### config.mk
export PLATFORM = sky130hd
export DESIGN_NAME = if_id_ex_pipe_regs_flat
export DESIGN_NICKNAME = d
export VERILOG_FILES = /design/src/rtl/if_id_ex_pipe_regs_if.sv /design/src/rtl/if_id_ex_pipe_regs.sv /design/src/flat_wrapper.sv
export SDC_FILE = /design/constraint.sdc
export NUM_CORES = 1
export LEC_CHECK = 0
export CELL_PAD_IN_SITES_DETAIL_PLACEMENT = 1
export CELL_PAD_IN_SITES_GLOBAL_PLACEMENT = 1
export CORE_AREA = 2 2 222 224
export CTS_BUF_LIST = sky130_fd_sc_hd__clkbuf_4 sky130_fd_sc_hd__clkbuf_8 sky130_fd_sc_hd__clkbuf_16
export CTS_CLUSTER_SIZE = 24
export DETAILED_ROUTE_END_ITERATION = 6
export DIE_AREA = 0 0 224 226
export GPL_ROUTABILITY_DRIVEN = 0
export MAX_ROUTING_LAYER = met4
export PLACE_DENSITY = 0.62
export SLEW_MARGIN = 15
export SYNTH_ARGS = -nofsm -noshare
export SYNTH_HDL_FRONTEND = slang
export SYNTH_SLANG_ARGS = --single-unit
export TNS_END_PERCENT = 10
### constraint.sdc
create_clock -name clk -period 1.25 [get_ports clk]
set_input_delay 0.25 -clock clk [delete_from_list [all_inputs] [get_ports clk]]
set_output_delay 0.25 -clock clk [all_outputs]
set_load 0.005 [all_outputs]
### src/rtl/if_id_ex_pipe_regs_if.sv
// Bus bundle between the hazard/fetch/decode logic and the IF/ID + ID/EX pipeline registers.
// master drives fetch/decode data and hazard commands; slave is the register bank.
interface if_id_ex_pipe_regs_if #(
  parameter int CTRL_W = 12
);
  logic              StallD;
  logic              FlushD;
  logic              FlushE;
  logic [31:0]       InstrF;
  logic [31:0]       PCF;
  logic [31:0]       PCPlus4F;
  logic [31:0]       RD1D;
  logic [31:0]       RD2D;
  logic [31:0]       ImmExtD;
  logic [CTRL_W-1:0] CtrlD;

  logic [31:0]       InstrD;
  logic [31:0]       PCD;
  logic [31:0]       PCPlus4D;
  logic              ValidD;
  logic [4:0]        Rs1D;
  logic [4:0]        Rs2D;
  logic [4:0]        RdD;
  logic [31:0]       RD1E;
  logic [31:0]       RD2E;
  logic [31:0]       ImmExtE;
  logic [31:0]       PCE;
  logic [31:0]       PCPlus4E;
  logic [4:0]        Rs1E;
  logic [4:0]        Rs2E;
  logic [4:0]        RdE;
  logic [CTRL_W-1:0] CtrlE;
  logic              ValidE;
  logic              StallTimeout;
  logic [31:0]       StallCycles;
  logic [31:0]       FlushCount;

  modport master (
    output StallD, FlushD, FlushE, InstrF, PCF, PCPlus4F, RD1D, RD2D, ImmExtD, CtrlD,
    input  InstrD, PCD, PCPlus4D, ValidD, Rs1D, Rs2D, RdD, RD1E, RD2E, ImmExtE, PCE,
           PCPlus4E, Rs1E, Rs2E, RdE, CtrlE, ValidE, StallTimeout, StallCycles, FlushCount
  );

  modport slave (
    input  StallD, FlushD, FlushE, InstrF, PCF, PCPlus4F, RD1D, RD2D, ImmExtD, CtrlD,
    output InstrD, PCD, PCPlus4D, ValidD, Rs1D, Rs2D, RdD, RD1E, RD2E, ImmExtE, PCE,
           PCPlus4E, Rs1E, Rs2E, RdE, CtrlE, ValidE, StallTimeout, StallCycles, FlushCount
  );
endinterface

### src/rtl/if_id_ex_pipe_regs.sv
// IF/ID and ID/EX pipeline registers with hold/flush handling and a stall watchdog.
// Optional performance counters enabled by defining PIPE_PERF_CNT_EN.
module if_id_ex_pipe_regs #(
  parameter int          CTRL_W    = 12,
  parameter logic [31:0] NOP_INSTR = 32'h0000_0013,
  parameter int          MAX_STALL = 15
) (
  input logic clk,
  input logic reset,
  if_id_ex_pipe_regs_if.slave bus
);

  logic [31:0]       r_instr_d, r_pc_d, r_pc4_d;
  logic              r_valid_d;
  logic [31:0]       r_rd1_e, r_rd2_e, r_imm_e, r_pc_e, r_pc4_e;
  logic [4:0]        r_rs1_e, r_rs2_e, r_rd_e;
  logic [CTRL_W-1:0] r_ctrl_e;
  logic              r_valid_e;
  logic [7:0]        r_wd_cnt;
  logic              r_timeout;
  logic [7:0]        w_wd_inc;
  logic [4:0]        w_rs1_d, w_rs2_d, w_rd_d;

  // Bubbles report x0 so the hazard unit never matches against them
  assign w_rs1_d  = r_instr_d[19:15] & {5{r_valid_d}};
  assign w_rs2_d  = r_instr_d[24:20] & {5{r_valid_d}};
  assign w_rd_d   = r_instr_d[11:7]  & {5{r_valid_d}};
  assign w_wd_inc = r_wd_cnt + 8'd1;

  always_ff @(posedge clk) begin
    if (reset || bus.FlushD) begin
      r_instr_d <= NOP_INSTR;
      r_pc_d    <= 32'h0;
      r_pc4_d   <= 32'h0;
      r_valid_d <= 1'b0;
    end else if (!bus.StallD) begin
      r_instr_d <= bus.InstrF;
      r_pc_d    <= bus.PCF;
      r_pc4_d   <= bus.PCPlus4F;
      r_valid_d <= 1'b1;
    end
  end

  always_ff @(posedge clk) begin
    if (reset || bus.FlushE) begin
      r_rd1_e   <= 32'h0;
      r_rd2_e   <= 32'h0;
      r_imm_e   <= 32'h0;
      r_pc_e    <= 32'h0;
      r_pc4_e   <= 32'h0;
      r_rs1_e   <= 5'h0;
      r_rs2_e   <= 5'h0;
      r_rd_e    <= 5'h0;
      r_ctrl_e  <= '0;
      r_valid_e <= 1'b0;
    end else begin
      r_rd1_e   <= bus.RD1D;
      r_rd2_e   <= bus.RD2D;
      r_imm_e   <= bus.ImmExtD;
      r_pc_e    <= r_pc_d;
      r_pc4_e   <= r_pc4_d;
      r_rs1_e   <= w_rs1_d;
      r_rs2_e   <= w_rs2_d;
      r_rd_e    <= w_rd_d;
      r_ctrl_e  <= bus.CtrlD;
      r_valid_e <= r_valid_d;
    end
  end

  // A flush during a stall neither advances nor clears the watchdog count
  always_ff @(posedge clk) begin
    if (reset) begin
      r_wd_cnt  <= 8'h0;
      r_timeout <= 1'b0;
    end else if (!bus.StallD) begin
      r_wd_cnt <= 8'h0;
    end else if (!bus.FlushD && r_wd_cnt != 8'hFF) begin
      r_wd_cnt <= w_wd_inc;
      if (w_wd_inc == 8'(MAX_STALL)) r_timeout <= 1'b1;
    end
  end

`ifdef PIPE_PERF_CNT_EN
  logic [31:0] r_stall_cycles, r_flush_count;

  always_ff @(posedge clk) begin
    if (reset) begin
      r_stall_cycles <= 32'h0;
      r_flush_count  <= 32'h0;
    end else begin
      if (bus.StallD) r_stall_cycles <= r_stall_cycles + 32'd1;
      if (bus.FlushD || bus.FlushE) r_flush_count <= r_flush_count + 32'd1;
    end
  end

  assign bus.StallCycles = r_stall_cycles;
  assign bus.FlushCount  = r_flush_count;
`else
  assign bus.StallCycles = 32'h0;
  assign bus.FlushCount  = 32'h0;
`endif

  assign bus.InstrD       = r_instr_d;
  assign bus.PCD          = r_pc_d;
  assign bus.PCPlus4D     = r_pc4_d;
  assign bus.ValidD       = r_valid_d;
  assign bus.Rs1D         = w_rs1_d;
  assign bus.Rs2D         = w_rs2_d;
  assign bus.RdD          = w_rd_d;
  assign bus.RD1E         = r_rd1_e;
  assign bus.RD2E         = r_rd2_e;
  assign bus.ImmExtE      = r_imm_e;
  assign bus.PCE          = r_pc_e;
  assign bus.PCPlus4E     = r_pc4_e;
  assign bus.Rs1E         = r_rs1_e;
  assign bus.Rs2E         = r_rs2_e;
  assign bus.RdE          = r_rd_e;
  assign bus.CtrlE        = r_ctrl_e;
  assign bus.ValidE       = r_valid_e;
  assign bus.StallTimeout = r_timeout;

endmodule

### src/flat_wrapper.sv
// flat-port wrapper written by rule: the top's interface ports become plain ports
module if_id_ex_pipe_regs_flat 
#(
  parameter int          CTRL_W    = 12,
  parameter logic [31:0] NOP_INSTR = 32'h0000_0013,
  parameter int          MAX_STALL = 15
)
  (clk, reset, bus_StallD, bus_FlushD, bus_FlushE, bus_InstrF, bus_PCF, bus_PCPlus4F, bus_RD1D, bus_RD2D, bus_ImmExtD, bus_CtrlD, bus_InstrD, bus_PCD, bus_PCPlus4D, bus_ValidD, bus_Rs1D, bus_Rs2D, bus_RdD, bus_RD1E, bus_RD2E, bus_ImmExtE, bus_PCE, bus_PCPlus4E, bus_Rs1E, bus_Rs2E, bus_RdE, bus_CtrlE, bus_ValidE, bus_StallTimeout, bus_StallCycles, bus_FlushCount);
  if_id_ex_pipe_regs_if #(.CTRL_W(CTRL_W)) bus_i ();
  input logic clk;
  input logic reset;
  input wire logic [$bits(bus_i.StallD)-1:0] bus_StallD;
  input wire logic [$bits(bus_i.FlushD)-1:0] bus_FlushD;
  input wire logic [$bits(bus_i.FlushE)-1:0] bus_FlushE;
  input wire logic [$bits(bus_i.InstrF)-1:0] bus_InstrF;
  input wire logic [$bits(bus_i.PCF)-1:0] bus_PCF;
  input wire logic [$bits(bus_i.PCPlus4F)-1:0] bus_PCPlus4F;
  input wire logic [$bits(bus_i.RD1D)-1:0] bus_RD1D;
  input wire logic [$bits(bus_i.RD2D)-1:0] bus_RD2D;
  input wire logic [$bits(bus_i.ImmExtD)-1:0] bus_ImmExtD;
  input wire logic [$bits(bus_i.CtrlD)-1:0] bus_CtrlD;
  output wire logic [$bits(bus_i.InstrD)-1:0] bus_InstrD;
  output wire logic [$bits(bus_i.PCD)-1:0] bus_PCD;
  output wire logic [$bits(bus_i.PCPlus4D)-1:0] bus_PCPlus4D;
  output wire logic [$bits(bus_i.ValidD)-1:0] bus_ValidD;
  output wire logic [$bits(bus_i.Rs1D)-1:0] bus_Rs1D;
  output wire logic [$bits(bus_i.Rs2D)-1:0] bus_Rs2D;
  output wire logic [$bits(bus_i.RdD)-1:0] bus_RdD;
  output wire logic [$bits(bus_i.RD1E)-1:0] bus_RD1E;
  output wire logic [$bits(bus_i.RD2E)-1:0] bus_RD2E;
  output wire logic [$bits(bus_i.ImmExtE)-1:0] bus_ImmExtE;
  output wire logic [$bits(bus_i.PCE)-1:0] bus_PCE;
  output wire logic [$bits(bus_i.PCPlus4E)-1:0] bus_PCPlus4E;
  output wire logic [$bits(bus_i.Rs1E)-1:0] bus_Rs1E;
  output wire logic [$bits(bus_i.Rs2E)-1:0] bus_Rs2E;
  output wire logic [$bits(bus_i.RdE)-1:0] bus_RdE;
  output wire logic [$bits(bus_i.CtrlE)-1:0] bus_CtrlE;
  output wire logic [$bits(bus_i.ValidE)-1:0] bus_ValidE;
  output wire logic [$bits(bus_i.StallTimeout)-1:0] bus_StallTimeout;
  output wire logic [$bits(bus_i.StallCycles)-1:0] bus_StallCycles;
  output wire logic [$bits(bus_i.FlushCount)-1:0] bus_FlushCount;
  assign bus_i.StallD = bus_StallD;
  assign bus_i.FlushD = bus_FlushD;
  assign bus_i.FlushE = bus_FlushE;
  assign bus_i.InstrF = bus_InstrF;
  assign bus_i.PCF = bus_PCF;
  assign bus_i.PCPlus4F = bus_PCPlus4F;
  assign bus_i.RD1D = bus_RD1D;
  assign bus_i.RD2D = bus_RD2D;
  assign bus_i.ImmExtD = bus_ImmExtD;
  assign bus_i.CtrlD = bus_CtrlD;
  assign bus_InstrD = bus_i.InstrD;
  assign bus_PCD = bus_i.PCD;
  assign bus_PCPlus4D = bus_i.PCPlus4D;
  assign bus_ValidD = bus_i.ValidD;
  assign bus_Rs1D = bus_i.Rs1D;
  assign bus_Rs2D = bus_i.Rs2D;
  assign bus_RdD = bus_i.RdD;
  assign bus_RD1E = bus_i.RD1E;
  assign bus_RD2E = bus_i.RD2E;
  assign bus_ImmExtE = bus_i.ImmExtE;
  assign bus_PCE = bus_i.PCE;
  assign bus_PCPlus4E = bus_i.PCPlus4E;
  assign bus_Rs1E = bus_i.Rs1E;
  assign bus_Rs2E = bus_i.Rs2E;
  assign bus_RdE = bus_i.RdE;
  assign bus_CtrlE = bus_i.CtrlE;
  assign bus_ValidE = bus_i.ValidE;
  assign bus_StallTimeout = bus_i.StallTimeout;
  assign bus_StallCycles = bus_i.StallCycles;
  assign bus_FlushCount = bus_i.FlushCount;
  if_id_ex_pipe_regs #(.CTRL_W(CTRL_W), .NOP_INSTR(NOP_INSTR), .MAX_STALL(MAX_STALL)) u_core (.clk(clk), .reset(reset), .bus(bus_i));
endmodule
==> impl_metrics.py <==
metrics = {
    "routing": {
        "wl_per_cell_um": 17.6,
        "initialDrtViolationCount": 207,
        "drc": 0,
        "wl_mm": 36.4,
        "via_per_inst": 3.74,
        "firstDrtPassIters": 4,
        "vias": 7719,
        "postRouteAntennaNets": 0,
    },
    "outcome": {
        "violations": "negative setup slack",
        "outcome": "finished with violations",
    },
    "yosys": {
        "synth_cells": 852,
        "synthMuxAreaShare_pct": 10.1,
        "synth_top_family_by_area": "simple AND/OR/NAND/NOR gates",
        "synth_edf_count": 0,
        "synth_fa_ha_area_share_pct": 0.261,
        "synth_compound_area_share_pct": 1.10,
        "synth_top_area_cell": "dfxtp_1",
        "synth_ff_type": "dfxtp_1",
        "syn_area_per_cell_um2": 11.3,
        "ys_top_cells_by_area": "dfxtp_1 61%, and2_1 12%, mux2i_1 10%",
        "synth_top_cell_area_share_pct": 61.4,
        "synthArstFlopShare_pct": 0,
        "synthXorXnorAreaFrac_pct": 0.457,
        "ys_ff_latch": 294,
        "yosys.area_share.simple_pct": 18.7,
        "synth-seq-area-share_pct": 61.4,
        "ys_warn_count": 0,
        "synth_area_um2": 9590,
        "synth_cell_type_count": 36,
    },
    "grt": {
        "grt_max_degree": 43,
        "grt_pass1_vias": 7927,
        "top_usage_layer": "met2",
        "grt_first_pass_wirelength_mm": 51.9,
        "met2_usage_pct": 24.9,
        "grt_util_met3_pct": 3.68,
        "overflow": 0,
        "antenna_found_initial": 2,
        "groute.usage.overall_pct": 14.1,
        "use_met1_pct": 15.4,
    },
    "clocking": {
        "cts.reportedPaths.clkPinSlew_ns": 0.06,
        "htree_levels": 2,
        "cts_buffers": 36,
        "clkLatencyLatePin_ns": 0.53,
        "cts_sinks": 294,
        "cts_hold_buf": 0,
        "cts_buffer_depth": 3,
        "cts_root_buf": "clkbuf_16",
        "cts_tree": "built",
    },
    "timing": {
        "finClkSkew_ns": 0.0113,
        "slew_violations": 0,
        "timing.hold.ws_ns": 0.113,
        "finalSetupViolations": 23,
        "fin_ws_ns": -0.408,
        "period_needed_ns": 1.66,
        "fmax_mhz": 603,
        "rsz0062_at_grt": "true",
        "final_hold_viol_count": 0,
        "period_share_pct": 133,
    },
    "die": {
        "die-area_um2": 50600,
        "row_count": 81,
        "die_width_um": 224,
        "initial_utilization_pct": 19.8,
        "chipHeight_um": 226,
        "pin_count": 574,
        "core-area_um2": 48300,
    },
    "place": {
        "port-buffer-count": 509,
        "pre_cts_ws_ns": -0.343,
        "dp.cells": 1987,
        "place.detailed.hpwl_mm": 27.1,
        "placed_area_um2": 15500,
    },
    "power_and_ir_drop": {
        "cellPowerDensity_nw_per_um2": 1320,
        "leakage_nw": 7.67,
        "peakVddDrop_mv": 0.689,
    },
    "finish": {
        "seqCellArea_um2": 6150,
        "final_nets": 1629,
        "utilization_pct": 34.4,
        "area_growth_pct": 73.5,
        "final_area_um2": 16600,
        "final-instance-count-excl-fill": 2066,
        "fillerInstances": 5380,
        "drive_gt1_share_pct": 44.3,
        "multi_input_area_um2": 3260,
    },
    "setup_path": {
        "crit_buf_inv": 3,
        "path_delay_family": "flip-flops",
        "critical_path.max_stage_delay_ns": 0.38,
        "end_kind": "output pin",
        "cp_cell_sequence": "buf_16, buf_8, and2_4, buf_6",
        "reg2reg_slack_ns": 0.02,
        "timing_worst_setup_path_type": "flip-flop to output pin",
        "slowest_stage": "dfxtp_4",
        "crit_fanout": 5,
        "crit_arrival_ns": 1.41,
        "startpoint_type": "flip-flop",
        "required_ns": 1.00,
    },
    "min_path": {
        "hp-class": "primary input to flip-flop",
    },
    "run": {
        "drv_cap": 0,
    },
}
worst reg2reg max path, cell delays in order, from the launching register on:
cell     delay, ns
dfxtp_4       0.38
buf_6         0.13
buf_4         0.12
buf_6         0.11
buf_12        0.14
buf_6         0.12
and3_1        0.13
repair_timing:
item / 4_1_cts / 5_1_grt
setup endpoints to repair: 307 / 280
pin swaps: 0 / 1
gates cloned: 2 / 0
resized for setup: 1036 / 442
setup buffers: 12 / 2
registers in the layout, indices dropped and copies added, names as in the netlist:
register	flops
u_core.bus.RD2E	32
u_core.bus.StallTimeout	1
u_core.bus.ValidD	1
u_core.bus.Rs2E	5
u_core.bus.Rs1E	5
u_core.bus.PCPlus4D	32
u_core.bus.ValidE	1
u_core.bus.PCD	32
u_core.bus.RdE	5
u_core.bus.ImmExtE	32
u_core.bus.PCE	32
u_core.bus.InstrD	32
u_core.bus.CtrlE	12
u_core.bus.PCPlus4E	32
u_core.r_wd_cnt	8
u_core.bus.RD1E	32
final cells by class:
cell class / count / share of cell area, %
clock buffer: 52 / 6.29
multi-input combinational: 507 / 19.6
tap: 622 / 4.68
clock inverter: 10 / 0.564
antenna: 2 / 0.0301
inverter: 3 / 0.0677
sequential: 294 / 37.0
timing repair buffer: 576 / 31.8
synth_stat cells (2+ instances only):
cell and number:
inv_1 3, xnor2_1 3, buf_2 12, ha_1 2, nor2b_1 2, clkbuf_1 20, a211oi_1 2, mux2i_1 97
nand2b_1 2, and3_1 15, nand2_1 6, xor2_1 2, o21ai_0 2, clkbuf_2 2, a21oi_1 4, nand4b_1 2
and2_1 187, nor2_1 101, nand3_1 3, buf_6 8, dfxtp_1 294, buf_4 69
through the flow:
step                total power [mW]  TNS (ns)
floorplan                       10.7         0
global placement                12.1    -68.48
detailed placement              12.1    -75.65
CTS                             22.4    -38.21
global route                    23.0    -10.71
finish                          22.0     -5.60
per-layer routing:
layer | vias up | wire length (um)
met5 | - | 0
met2 | 274 | 19400
met1 | 3688 | 14000
li1 | 3714 | -
met3 | 43 | 2330
met4 | 0 | 667
cell usage in the layout, fill, tap and decap left out, drive strengths merged, types with 3 or more instances in the layout:
cell and count:
inv 5, clkbuf 104, clkinv 7, conb 64
mux2i 97, dfxtp 294, nand2 6, xnor2 3
and3 16, buf 312, a21oi 4, clkdlybuf4s50 207
nor2 102, and2 187, dlymetal6s2s 4, nand3 3
kinds of logic (layout without fill, tap and decap cells):
kind of cell / after synthesis / count (layout)
AND/OR/NAND/NOR: 326 / 326
XOR/XNOR: 5 / 5
multiplexers: 97 / 97
AO/OA/AOI/OAI: 13 / 13
flip-flops: 294 / 294
other: 1 / 66
buffers and inverters: 114 / 641
adder cells (fa/ha/maj): 2 / 2
power breakdown:
part	switching, mW	internal, mW	leakage [nW]
logic	0.744	1.31	4.61
clock network	4.11	6.04	0.581
registers	0.156	9.66	2.48
total	5.01	17.0	7.67
final timing paths:
| path | start | to | cells past startpoint |
|---|---|---|---|
| min | bus_StallD | u_core.bus.StallTimeout$_SDFFE_PP0P_ | 3 |
| max | u_core.bus.ValidD$_SDFFE_PP0N_ | bus_RdD[1] | 4 |
| max reg2reg | u_core.bus.ValidD$_SDFFE_PP0N_ | u_core.bus.Rs2E[3]$_SDFF_PP0_ | 6 |
| min reg2reg | u_core.bus.PCD[4]$_SDFFE_PP0N_ | u_core.bus.PCE[4]$_SDFF_PP0_ | 1 |
Power figures use the tool's default switching activity.
